File: src/rtl/xmit_arbiter_pkg.sv
// -----------------------------------------------------------------------------
// xmit_arbiter_pkg
// Shared definitions for the serial frame transmitter: default frame header,
// FSM state encoding, header/body bit counts and a clog2 helper used to size
// the grant index.
// -----------------------------------------------------------------------------
package xmit_arbiter_pkg;

    // Frame header; must match the header hard-coded in the framed receiver.
    localparam logic [7:0] MATCH_DEFAULT = 8'hA5;

    // Number of serial bits in the header and in the body of a frame.
    localparam int HDR_BITS  = 8;
    localparam int BODY_BITS = 8;

    typedef enum logic [1:0] {
        IDLE = 2'd0,
        HEAD = 2'd1,
        BODY = 2'd2
    } state_t;

    // Ceiling log2, never below 1 so that a grant index always has a bit.
    function automatic int clog2_min1(input int n);
        int r;
        r = 1;
        for (int i = 1; i < 31; i++) begin
            if ((32'sd1 <<< i) < n) begin
                r = i + 1;
            end else begin
                r = r;
            end
        end
        return r;
    endfunction

endpackage

File: src/rtl/xmit_arbiter_rr_arbiter.sv
// -----------------------------------------------------------------------------
// rr_arbiter
// Round-robin requester selection. The winner is the first asserted request
// found searching ptr+1, ptr+2, ... modulo NREQ, where ptr is the last granted
// index. ptr is loaded with the winner whenever grant_i is high.
//
// Ports:
//   clock, reset : system clock, synchronous active-high reset
//   req_i        : per-requester request levels
//   grant_i      : a grant is being issued this cycle (updates ptr)
//   winner_o     : combinational index of the selected requester
//   any_o        : combinational OR of all requests
// -----------------------------------------------------------------------------
module rr_arbiter
    import xmit_arbiter_pkg::*;
#(
    parameter int NREQ = 4,
    parameter int GW   = clog2_min1(NREQ)
) (
    input  logic            clock,
    input  logic            reset,
    input  logic [NREQ-1:0] req_i,
    input  logic            grant_i,
    output logic [GW-1:0]   winner_o,
    output logic            any_o
);

    localparam logic [GW-1:0] PTR_RESET = GW'(NREQ - 1);

    logic [GW-1:0] ptr_q;
    logic [GW-1:0] ptr_d;
    logic [GW-1:0] winner_s;
    logic [GW-1:0] idx_s;

    // Winner search: scanning offsets from far to near lets the nearest
    // asserted request after ptr overwrite any farther candidate.
    always_comb begin
        winner_s = ptr_q;
        idx_s    = ptr_q;
        for (int off = NREQ; off >= 1; off--) begin
            idx_s = GW'((int'(ptr_q) + off) % NREQ);
            if (req_i[idx_s]) begin
                winner_s = idx_s;
            end else begin
                winner_s = winner_s;
            end
        end
    end

    // Pointer next state: follows the winner on every grant.
    always_comb begin
        if (grant_i) begin
            ptr_d = winner_s;
        end else begin
            ptr_d = ptr_q;
        end
    end

    // Pointer register; reset value makes requester 0 the first winner.
    always_ff @(posedge clock) begin
        if (reset) begin
            ptr_q <= PTR_RESET;
        end else begin
            ptr_q <= ptr_d;
        end
    end

    assign winner_o = winner_s;
    assign any_o    = |req_i;

endmodule

File: src/rtl/xmit_arbiter.sv
// -----------------------------------------------------------------------------
// xmit_arbiter
// Serial frame transmitter shared by NREQ requesters. A round-robin winner's
// byte is latched, then the line carries the 8-bit header MATCH followed by the
// 8 data bits, MSB first, one bit per clock. Frames run back-to-back while
// requests are pending.
//
// Ports:
//   clock    : system clock, rising edge
//   reset    : synchronous active-high reset; aborts any frame in progress
//   req      : per-requester send request (level)
//   data     : flattened bytes, requester i on [8*i+7:8*i]
//   ack      : one-cycle pulse, requester's byte has been latched
//   data_out : registered serial line, 0 when idle
//   busy     : high while a frame bit is on data_out
//   gnt_id   : index of the requester whose frame is on the line
// -----------------------------------------------------------------------------
module xmit_arbiter
    import xmit_arbiter_pkg::*;
#(
    parameter int         NREQ  = 4,
    parameter logic [7:0] MATCH = MATCH_DEFAULT,
    localparam int        GW    = clog2_min1(NREQ)
) (
    input  logic              clock,
    input  logic              reset,
    input  logic [NREQ-1:0]   req,
    input  logic [NREQ*8-1:0] data,
    output logic [NREQ-1:0]   ack,
    output logic              data_out,
    output logic              busy,
    output logic [GW-1:0]     gnt_id
);

    localparam logic [2:0] K_HDR_LAST  = 3'(HDR_BITS - 1);
    localparam logic [2:0] K_BODY_LAST = 3'(BODY_BITS - 1);

    state_t          state_q, state_d;
    logic [2:0]      k_q, k_d;
    logic [7:0]      shreg_q, shreg_d;
    logic [NREQ-1:0] ack_q, ack_d;
    logic            data_out_q, data_out_d;
    logic            busy_q, busy_d;
    logic [GW-1:0]   gnt_id_q, gnt_id_d;

    logic            grant_s;
    logic            any_s;
    logic [GW-1:0]   winner_s;
    logic [7:0]      data_a [NREQ];

    // Unflatten the request bytes so the winner can index them directly.
    always_comb begin
        for (int i = 0; i < NREQ; i++) begin
            data_a[i] = data[8*i +: 8];
        end
    end

    rr_arbiter #(
        .NREQ (NREQ),
        .GW   (GW)
    ) u_rr (
        .clock    (clock),
        .reset    (reset),
        .req_i    (req),
        .grant_i  (grant_s),
        .winner_o (winner_s),
        .any_o    (any_s)
    );

    // FSM next state, bit counter, grant and output bit selection.
    always_comb begin
        state_d  = state_q;
        k_d      = k_q;
        shreg_d  = shreg_q;
        gnt_id_d = gnt_id_q;
        ack_d    = '0;
        grant_s  = 1'b0;

        case (state_q)
            IDLE: begin
                if (any_s) begin
                    grant_s = 1'b1;
                end else begin
                    state_d = IDLE;
                end
            end
            HEAD: begin
                if (k_q == K_HDR_LAST) begin
                    state_d = BODY;
                    k_d     = 3'd0;
                end else begin
                    k_d = k_q + 3'd1;
                end
            end
            BODY: begin
                // Last body bit is a grant point: chain the next frame with no gap.
                if (k_q == K_BODY_LAST) begin
                    if (any_s) begin
                        grant_s = 1'b1;
                    end else begin
                        state_d = IDLE;
                        k_d     = 3'd0;
                    end
                end else begin
                    k_d = k_q + 3'd1;
                end
            end
            default: begin
                state_d = IDLE;
                k_d     = 3'd0;
            end
        endcase

        if (grant_s) begin
            state_d         = HEAD;
            k_d             = 3'd0;
            shreg_d         = data_a[winner_s];
            gnt_id_d        = winner_s;
            ack_d[winner_s] = 1'b1;
        end else begin
            shreg_d = shreg_d;
        end

        // The line register is loaded with the bit belonging to the next
        // state, so data_out and state_q describe the same cycle.
        // For a 3-bit k, ~k selects bit 7-k (MSB first).
        case (state_d)
            HEAD:    data_out_d = MATCH[~k_d];
            BODY:    data_out_d = shreg_d[~k_d];
            default: data_out_d = 1'b0;
        endcase
        busy_d = (state_d != IDLE);
    end

    // State and output registers.
    always_ff @(posedge clock) begin
        if (reset) begin
            state_q    <= IDLE;
            k_q        <= 3'd0;
            shreg_q    <= 8'h00;
            ack_q      <= '0;
            data_out_q <= 1'b0;
            busy_q     <= 1'b0;
            gnt_id_q   <= '0;
        end else begin
            state_q    <= state_d;
            k_q        <= k_d;
            shreg_q    <= shreg_d;
            ack_q      <= ack_d;
            data_out_q <= data_out_d;
            busy_q     <= busy_d;
            gnt_id_q   <= gnt_id_d;
        end
    end

    assign ack      = ack_q;
    assign data_out = data_out_q;
    assign busy     = busy_q;
    assign gnt_id   = gnt_id_q;

endmodule

File: config.mk
export PLATFORM = sky130hd
export DESIGN_NAME = xmit_arbiter
export DESIGN_NICKNAME = d
export VERILOG_FILES = /design/src/rtl/xmit_arbiter_pkg.sv /design/src/rtl/xmit_arbiter_rr_arbiter.sv /design/src/rtl/xmit_arbiter.sv
export SDC_FILE = /design/constraint.sdc
export NUM_CORES = 1
export LEC_CHECK = 0
export ABC_CLOCK_PERIOD_IN_PS = 6300
export CAP_MARGIN = 20
export CORE_ASPECT_RATIO = 0.7
export CORE_MARGIN = 1.5
export CORE_UTILIZATION = 45
export CTS_CLUSTER_SIZE = 10
export DETAILED_ROUTE_END_ITERATION = 10
export PLACE_DENSITY = 0.87
export SLEW_MARGIN = 10
export SYNTH_ARGS = -nofsm -noshare
export SYNTH_HDL_FRONTEND = slang
export SYNTH_SLANG_ARGS = --single-unit
File: constraint.sdc
create_clock -name clock -period 6.3 [get_ports clock]
set_clock_uncertainty 0.2 [all_clocks]
set_input_delay 0.945 -clock clock [delete_from_list [all_inputs] [get_ports clock]]
set_output_delay 0.945 -clock clock [all_outputs]
set_load 0.01 [all_outputs]
==> results of run 1 <==
[sequential cells by signal, indices dropped and copies added (netlist names)]
signal and cells:
busy 1, k_q 3, ack 4, state_q 2
gnt_id 2, data_out 1, shreg_q 8, u_rr.ptr_q 2
[per-stage QoR]
step                      worst slack [ns]  hold WS [ns]  util, %  total power [mW]
after detailed placement              2.66         0.252     61.6             0.282
after global routing                  2.76         0.279     63.0             0.393
after floorplan                       3.58         0.232        -             0.240
final                                 2.90         0.263     63.0             0.371
after CTS                             2.93         0.263     63.0             0.373
after global placement                2.72         0.246     61.6             0.279
[metal layers]
| layer | global-route usage [%] | vias to the layer above |
|---|---|---|
| met2 | 36.6 | 79 |
| li1 | - | 792 |
| met5 | 0 | - |
| met4 | 4.01 | 0 |
| met1 | 29.8 | 744 |
| met3 | 4.23 | 4 |
[cell families (layout without fill, tap and decap cells)]
family | Yosys count | in the layout | synth area share, %
buffers and inverters | 29 | 63 | 9.45
DFF | 23 | 23 | 29.2
and+or+nand+nor | 71 | 71 | 24.1
AOI/OAI and AO/OA | 57 | 57 | 25.3
adders and majority gates | 5 | 5 | 3.97
xor gates and xnor gates | 1 | 1 | 0.556
muxes | 10 | 10 | 7.31
[worst max-delay path, delay by kind of cell]
kind	cells	cell delay (ns)
AOI/OAI and AO/OA	3	0.58
buffers and inverters	1	0.61
and+or+nand+nor	2	0.76
muxes	1	0.41
[power groups by stage]
stage | Clock (mW) | Sequential, mW | Combinational (mW)
after global placement | 0 | 0.169 | 0.110
final | 0.0919 | 0.166 | 0.113
after CTS | 0.0941 | 0.166 | 0.114
after detailed placement | 0 | 0.169 | 0.113
after global routing | 0.100 | 0.167 | 0.125
after floorplan | 0 | 0.167 | 0.0731
[layout make-up]
class	instances	area share, %
Clock buffer	3	2.03
Tap cell	47	2.89
Sequential cell	23	22.6
Timing Repair Buffer	46	22.5
Multi-Input combinational cell	144	47.4
Clock inverter	1	0.246
Inverter	13	2.39
[worst max path at each step]
stage | startpoint | endpoint | depth (start not counted)
floorplan | req[1] | data_out$_SDFF_PP0_ | 6
global placement | req[2] | shreg_q[1]$_SDFF_PP0_ | 7
detailed placement | req[2] | shreg_q[1]$_SDFF_PP0_ | 7
CTS | req[2] | shreg_q[1]$_SDFF_PP0_ | 7
global route | req[2] | shreg_q[1]$_SDFF_PP0_ | 7
finish | req[2] | shreg_q[1]$_SDFF_PP0_ | 7
[placed cells by master, fill, tap and decap left out, types with 2 or more instances in the layout]
cell type,n
sky130_fd_sc_hd__nand3_1,4
sky130_fd_sc_hd__mux2_2,8
sky130_fd_sc_hd__a22oi_1,2
sky130_fd_sc_hd__o21bai_1,2
sky130_fd_sc_hd__a21o_1,2
sky130_fd_sc_hd__a32o_1,2
sky130_fd_sc_hd__nand2_1,15
sky130_fd_sc_hd__nor4_1,4
sky130_fd_sc_hd__and2_1,2
sky130_fd_sc_hd__ha_1,5
sky130_fd_sc_hd__nor2b_1,7
sky130_fd_sc_hd__nand2b_1,4
sky130_fd_sc_hd__clkbuf_8,3
sky130_fd_sc_hd__a21oi_1,11
sky130_fd_sc_hd__nor2_1,16
sky130_fd_sc_hd__a31oi_1,4
sky130_fd_sc_hd__o21ai_0,4
sky130_fd_sc_hd__o211ai_1,17
sky130_fd_sc_hd__clkdlybuf4s50_1,45
sky130_fd_sc_hd__nand4_1,9
sky130_fd_sc_hd__a32oi_1,3
sky130_fd_sc_hd__nor3_1,3
sky130_fd_sc_hd__inv_1,13
sky130_fd_sc_hd__dfxtp_1,23
==> out/summary.txt, run 1 <==
=================================================================================
Critical-path maximum fanout                                                   16
Number of enable flip-flop cells after synthesis                                0
Number of antenna violations at the first check in global routing               0
Number of buffers inserted by port buffering                                   45
Hold crit path type                                                  flip-flop to flip-flop
Data required time at the worst endpoint                                  6.21 ns
Type of the setup path with the least slack                          primary input to flip-flop
Data arrival time of the worst path                                       3.31 ns
Slowest stage delay, CP                                                   0.61 ns
Pleak                                                                    0.773 nW
Setup repair bufs after CTS                                                     0
Share of synthesized area occupied by flip-flops and latches                29.2%
Fraction of layout cells with a size suffix above 1                         7.39%
Leading cell types by count after synthesis                          sky130_fd_sc_hd__dfxtp_1, sky130_fd_sc_hd__o211ai_1, sky130_fd_sc_hd__nor2_1
Storage cell area                                                         460 µm²
Result of the run                                                       completed
Total number of vias                                                         1619
Number of warnings issued by yosys                                              0
Clock latency of the later-clocked register in the worst-skew pair        0.27 ns
Part of the cycle the worst path needs                                      53.9%
List of cells traversed by the critical path                         clkdlybuf4s50_1 > nand2b_1 > a21o_1 > and3_1 > mux2_2 > o211ai_1 > a21oi_1
Post-detailed-placement half-perimeter wirelength                         3.02 mm
Post-DP Area                                                             1990 µm²
Part of the power in combinational logic                                    30.6%
Worst-path clk slew                                                       0.08 ns
Type of element capturing the critical path                             flip-flop
Slowest-stage cell, CP                                               sky130_fd_sc_hd__clkdlybuf4s50_1
Vias in the first global route                                               1462
Number of buffers added to fix hold violations after cts                        0
Cell area after layout                                                   2040 µm²
Portion of total power attributed to sequential cells                       44.6%
First-pass GRT wire length                                                6.56 mm
RePlAce Congestion                                                           1.03
Maximum number of pins on one net before global-route repair                   24
DR WL met2                                                                1.77 mm
Worst Tran Pin Value                                                     0.841 ns
Start point of the worst min-delay path                              shreg_q[0]$_SDFF_PP0_
Worst R2R Start                                                      k_q[0]$_SDFF_PP0_
Final Routed Wirelength                                                   3.96 mm
Number of cells traversed by the worst register-to-register path                8
Most frequently used cell type in the post-synthesis netlist         sky130_fd_sc_hd__dfxtp_1
Power density over cell area                                           182 nW/µm²
Clock sink count                                                               23
Worst flop-to-flop path endpoint                                     data_out$_SDFF_PP0_
Post-detailed-route wirelength per cell                                   14.3 µm
Ports placed on the boundary                                                   46
Final total negative setup slack                                             0 ns
Unrepaired setup endpoints after global routing                                no
Share of synthesized flip-flops with an asynchronous set or reset              0%
Cell at the root of the clock tree                                   sky130_fd_sc_hd__clkbuf_8
Level count of the clock H-tree                                                 1
Maximum resistive drop on vdd                                            0.106 mV
Leading area contributor after synthesis                             sky130_fd_sc_hd__dfxtp_1
Starting DRC count in detailed routing                                         87
Wire length on met1                                                       1.86 mm
Multi-input gate area                                                     966 µm²
All-Layer GR Usage                                                          22.0%
Routed length on met3                                                      301 µm
Largest cells by area after synthesis                                sky130_fd_sc_hd__dfxtp_1, sky130_fd_sc_hd__o211ai_1, sky130_fd_sc_hd__mux2_2, sky130_fd_sc_hd__ha_1, sky130_fd_sc_hd__nor2_1
Clock share of power                                                        24.8%
Internal power consumption                                                 260 µW
Initial cell density of the core                                            48.7%
Maximum root-to-sink buffer count                                               2
Vias per cell                                                                5.84
Clock tree from TritonCTS                                                   built
Die width                                                                 73.7 µm
Worst slew margin                                                           43.8%
Highest metal layer with signal wires                                        met4
Drt drc                                                                         0
Synth-to-layout area growth                                                 29.4%
Avg Cell Area, Syn                                                       8.04 µm²
Fmax                                                                      295 MHz
Power dissipated by switching net loads                                    111 µW
Distinct cell type count of the synthesized netlist                            47
Critical path startpoint category                                    primary input
Fill cells                                                                    301
Die area                                                                 3870 µm²
Final Net Count                                                               274
Most frequently used flop master after synthesis                     sky130_fd_sc_hd__dfxtp_1
R2R setup slack                                                           3.52 ns
First-pass detailed-route iteration total                                       4
Syn_nets                                                                      239
Total instance count after detailed placement                                 273
Switching power share of the total                                          29.9%
Final setup violating endpoints                                                 0
Minimum clock period after layout                                         3.40 ns
Non-filler cells in the finished layout                                       277
Number of nets with antenna violations after routing                            0
Number of maximum-capacitance violations                                        0
Number of rows created at floorplan                                            17
Count of cells resized by post-cts repair                                       0
Pins Over Slew Limit                                                            0
Hold Crit Depth                                                                 2
Global route total overflow                                                     0
TritonCTS buffer count                                                          3
Post-synthesis instance total                                                 196
Seq cells post-synth                                                           23
Area inside the core boundary                                            3230 µm²
Antenna diode count                                                             0
Endpoint, Worst Hold                                                 shreg_q[0]$_SDFF_PP0_
Die H                                                                     52.5 µm
Area share of the largest cell type after synthesis                         29.2%
Area of the mapped netlist                                               1580 µm²
Number of endpoints with negative hold slack in the final report                0
=================================================================================
No activity file was read; power rests on OpenSTA's default activity.
==> inputs of run 2 (changes only) <==
--- a/config.mk
+++ b/config.mk
@@ -5,7 +5,7 @@
 export SDC_FILE = /design/constraint.sdc
 export NUM_CORES = 1
 export LEC_CHECK = 0
-export ABC_CLOCK_PERIOD_IN_PS = 6300
+export ABC_CLOCK_PERIOD_IN_PS = 3400
 export CAP_MARGIN = 20
 export CORE_ASPECT_RATIO = 0.7
 export CORE_MARGIN = 1.5
==> constraint.sdc (replaced) <==
create_clock -name clock -period 3.4 [get_ports clock]
set_clock_uncertainty 0.2 [all_clocks]
set_input_delay 0.51 -clock clock [delete_from_list [all_inputs] [get_ports clock]]
set_output_delay 0.51 -clock clock [all_outputs]
set_load 0.01 [all_outputs]
==> out/summary.txt, run 2 (synthesis results as in run 1) <==
=================================================================================
R2R setup slack                                                           0.62 ns
Vias per cell                                                                5.61
Total number of vias                                                         1576
Endpoint, Worst Hold                                                 shreg_q[0]$_SDFF_PP0_
First-pass GRT wire length                                                6.39 mm
Vias in the first global route                                               1389
Hold Crit Depth                                                                 2
Worst R2R Start                                                      k_q[0]$_SDFF_PP0_
Critical path startpoint category                                    primary input
Type of element capturing the critical path                             flip-flop
Worst setup timing slack at the placement stage                          0.328 ns
All-Layer GR Usage                                                          21.4%
Most frequent cells in the layout                                    sky130_fd_sc_hd__clkdlybuf4s50_1, sky130_fd_sc_hd__dfxtp_1, sky130_fd_sc_hd__o211ai_1, sky130_fd_sc_hd__nor2_1, sky130_fd_sc_hd__nand2_1
Clock sink count                                                               23
Final setup violating endpoints                                                 0
Setup repair bufs after CTS                                                     0
Cell at the root of the clock tree                                   sky130_fd_sc_hd__clkbuf_8
Count of cells resized by post-cts repair                                       0
Number of buffers inserted by port buffering                                   45
Part of the cycle the worst path needs                                      82.8%
Worst slew margin                                                           60.1%
Number of endpoints with negative hold slack in the final report                0
Family with the most delay on the worst path                         simple AND/OR/NAND/NOR gates
PnR worst setup slack                                                    0.584 ns
Number of antenna violations at the first check in global routing               0
Unrepaired setup endpoints after global routing                                no
Post-detailed-placement half-perimeter wirelength                         2.99 mm
Minimum clock period after layout                                         2.82 ns
Non-filler cells in the finished layout                                       281
RePlAce Congestion                                                          0.930
Bufs and invs on worst path                                                     1
Pleak                                                                    0.790 nW
Ports placed on the boundary                                                   46
Data required time at the worst endpoint                                  3.33 ns
Final Routed Wirelength                                                   3.97 mm
Peak-usage layer in the global routing report                                met2
Result of the run                                                       completed
Clock latency of the later-clocked register in the worst-skew pair        0.26 ns
Met1 routing resource usage after global routing                            30.0%
Number of rows created at floorplan                                            17
TritonCTS buffer count                                                          3
Number of maximum-capacitance violations                                        0
Worst flop-to-flop path endpoint                                     data_out$_SDFF_PP0_
Power density over cell area                                           335 nW/µm²
Die area                                                                 3870 µm²
Data arrival time of the worst path                                       2.75 ns
Most common library cell in the layout ignoring fill and taps        sky130_fd_sc_hd__clkdlybuf4s50_1
Drt drc                                                                         0
Fmax                                                                      355 MHz
Final total negative setup slack                                             0 ns
First-pass detailed-route iteration total                                       4
Post-detailed-route wirelength per cell                                   14.1 µm
Die H                                                                     52.5 µm
Final Net Count                                                               278
Die width                                                                 73.7 µm
Hold crit path type                                                  flip-flop to flip-flop
Met3 capacity usage during global routing                                   5.58%
Total instance count after detailed placement                                 277
Area inside the core boundary                                            3230 µm²
Clock tree from TritonCTS                                                   built
Max reg flops                                                                   8
Slowest stage delay, CP                                                   0.58 ns
Number of nets with antenna violations after routing                            0
Worst Tran Pin Value                                                     0.598 ns
Level count of the clock H-tree                                                 1
Worst-path clk slew                                                       0.08 ns
Initial cell density of the core                                            48.7%
Antenna diode count                                                             0
Fraction of layout cells with a size suffix above 1                         8.55%
Synth-to-layout area growth                                                 31.2%
Type of the setup path with the least slack                          primary input to flip-flop
Maximum resistive drop on vdd                                            0.223 mV
Start point of the worst min-delay path                              shreg_q[0]$_SDFF_PP0_
Number of cells traversed by the worst register-to-register path                8
Number of buffers added to fix hold violations after cts                        0
Maximum number of pins on one net before global-route repair                   19
Maximum root-to-sink buffer count                                               2
GRT met2 Usage                                                              34.4%
Critical-path maximum fanout                                                   16
Starting DRC count in detailed routing                                        113
Slowest-stage cell, CP                                               sky130_fd_sc_hd__and3_1
Register containing the most flip-flops in the final layout               shreg_q
List of cells traversed by the critical path                         clkdlybuf4s50_1 > nand2_1 > a21o_1 > and3_1 > mux2_2 > o211ai_1 > a21oi_1
Pins Over Slew Limit                                                            0
Global route total overflow                                                     0
=================================================================================
## run 2: worst reg2reg max path, stage by stage, from the launching register on
cell,delay (ns)
sky130_fd_sc_hd__dfxtp_1,0.52
sky130_fd_sc_hd__ha_1,0.21
sky130_fd_sc_hd__ha_1,0.32
sky130_fd_sc_hd__nor2b_1,0.18
sky130_fd_sc_hd__or3_2,0.64
sky130_fd_sc_hd__nand2_1,0.15
sky130_fd_sc_hd__o221ai_1,0.13
sky130_fd_sc_hd__a31oi_1,0.20
sky130_fd_sc_hd__o32ai_1,0.12
## run 2: layout make-up
type	instances	area, µm²
timing repair buffer	50	488
fill	287	1170
inverter	13	48.8
sequential	23	460
clock buffer	4	45.0
multi-input combinational	144	966
tap	47	58.8
## run 2: where the power goes
part	internal, mW	total [mW]	switching [mW]
combinational	0.114	0.216	0.102
clock	0.0835	0.169	0.0850
sequential	0.291	0.308	0.0171
## run 2: worst max path at each step
stage,from,endpoint,cells after the start
2_1_floorplan,req[1],data_out$_SDFF_PP0_,6
3_3_place_gp,req[3],shreg_q[1]$_SDFF_PP0_,7
3_5_place_dp,req[3],shreg_q[2]$_SDFF_PP0_,7
4_1_cts,req[3],shreg_q[2]$_SDFF_PP0_,7
5_1_grt,req[1],data_out$_SDFF_PP0_,7
6_report,req[3],shreg_q[2]$_SDFF_PP0_,7
## run 2: through the flow
stage	hold slack (ns)	utilization, %	total power [mW]	instance area, µm²
after global placement	0.244	62.5	0.523	2020
after CTS	0.264	63.9	0.693	2070
after detailed placement	0.252	62.5	0.527	2020
final	0.266	63.9	0.692	2070
after floorplan	0.232	-	0.444	1580
after global routing	0.300	63.9	0.727	2070
## run 2: layer usage
| layer | vias up | routed length [µm] |
|---|---|---|
| li1 | 798 | - |
| met1 | 703 | 1910 |
| met2 | 71 | 1720 |
| met3 | 4 | 323 |
| met4 | 0 | 21 |
| met5 | - | 0 |
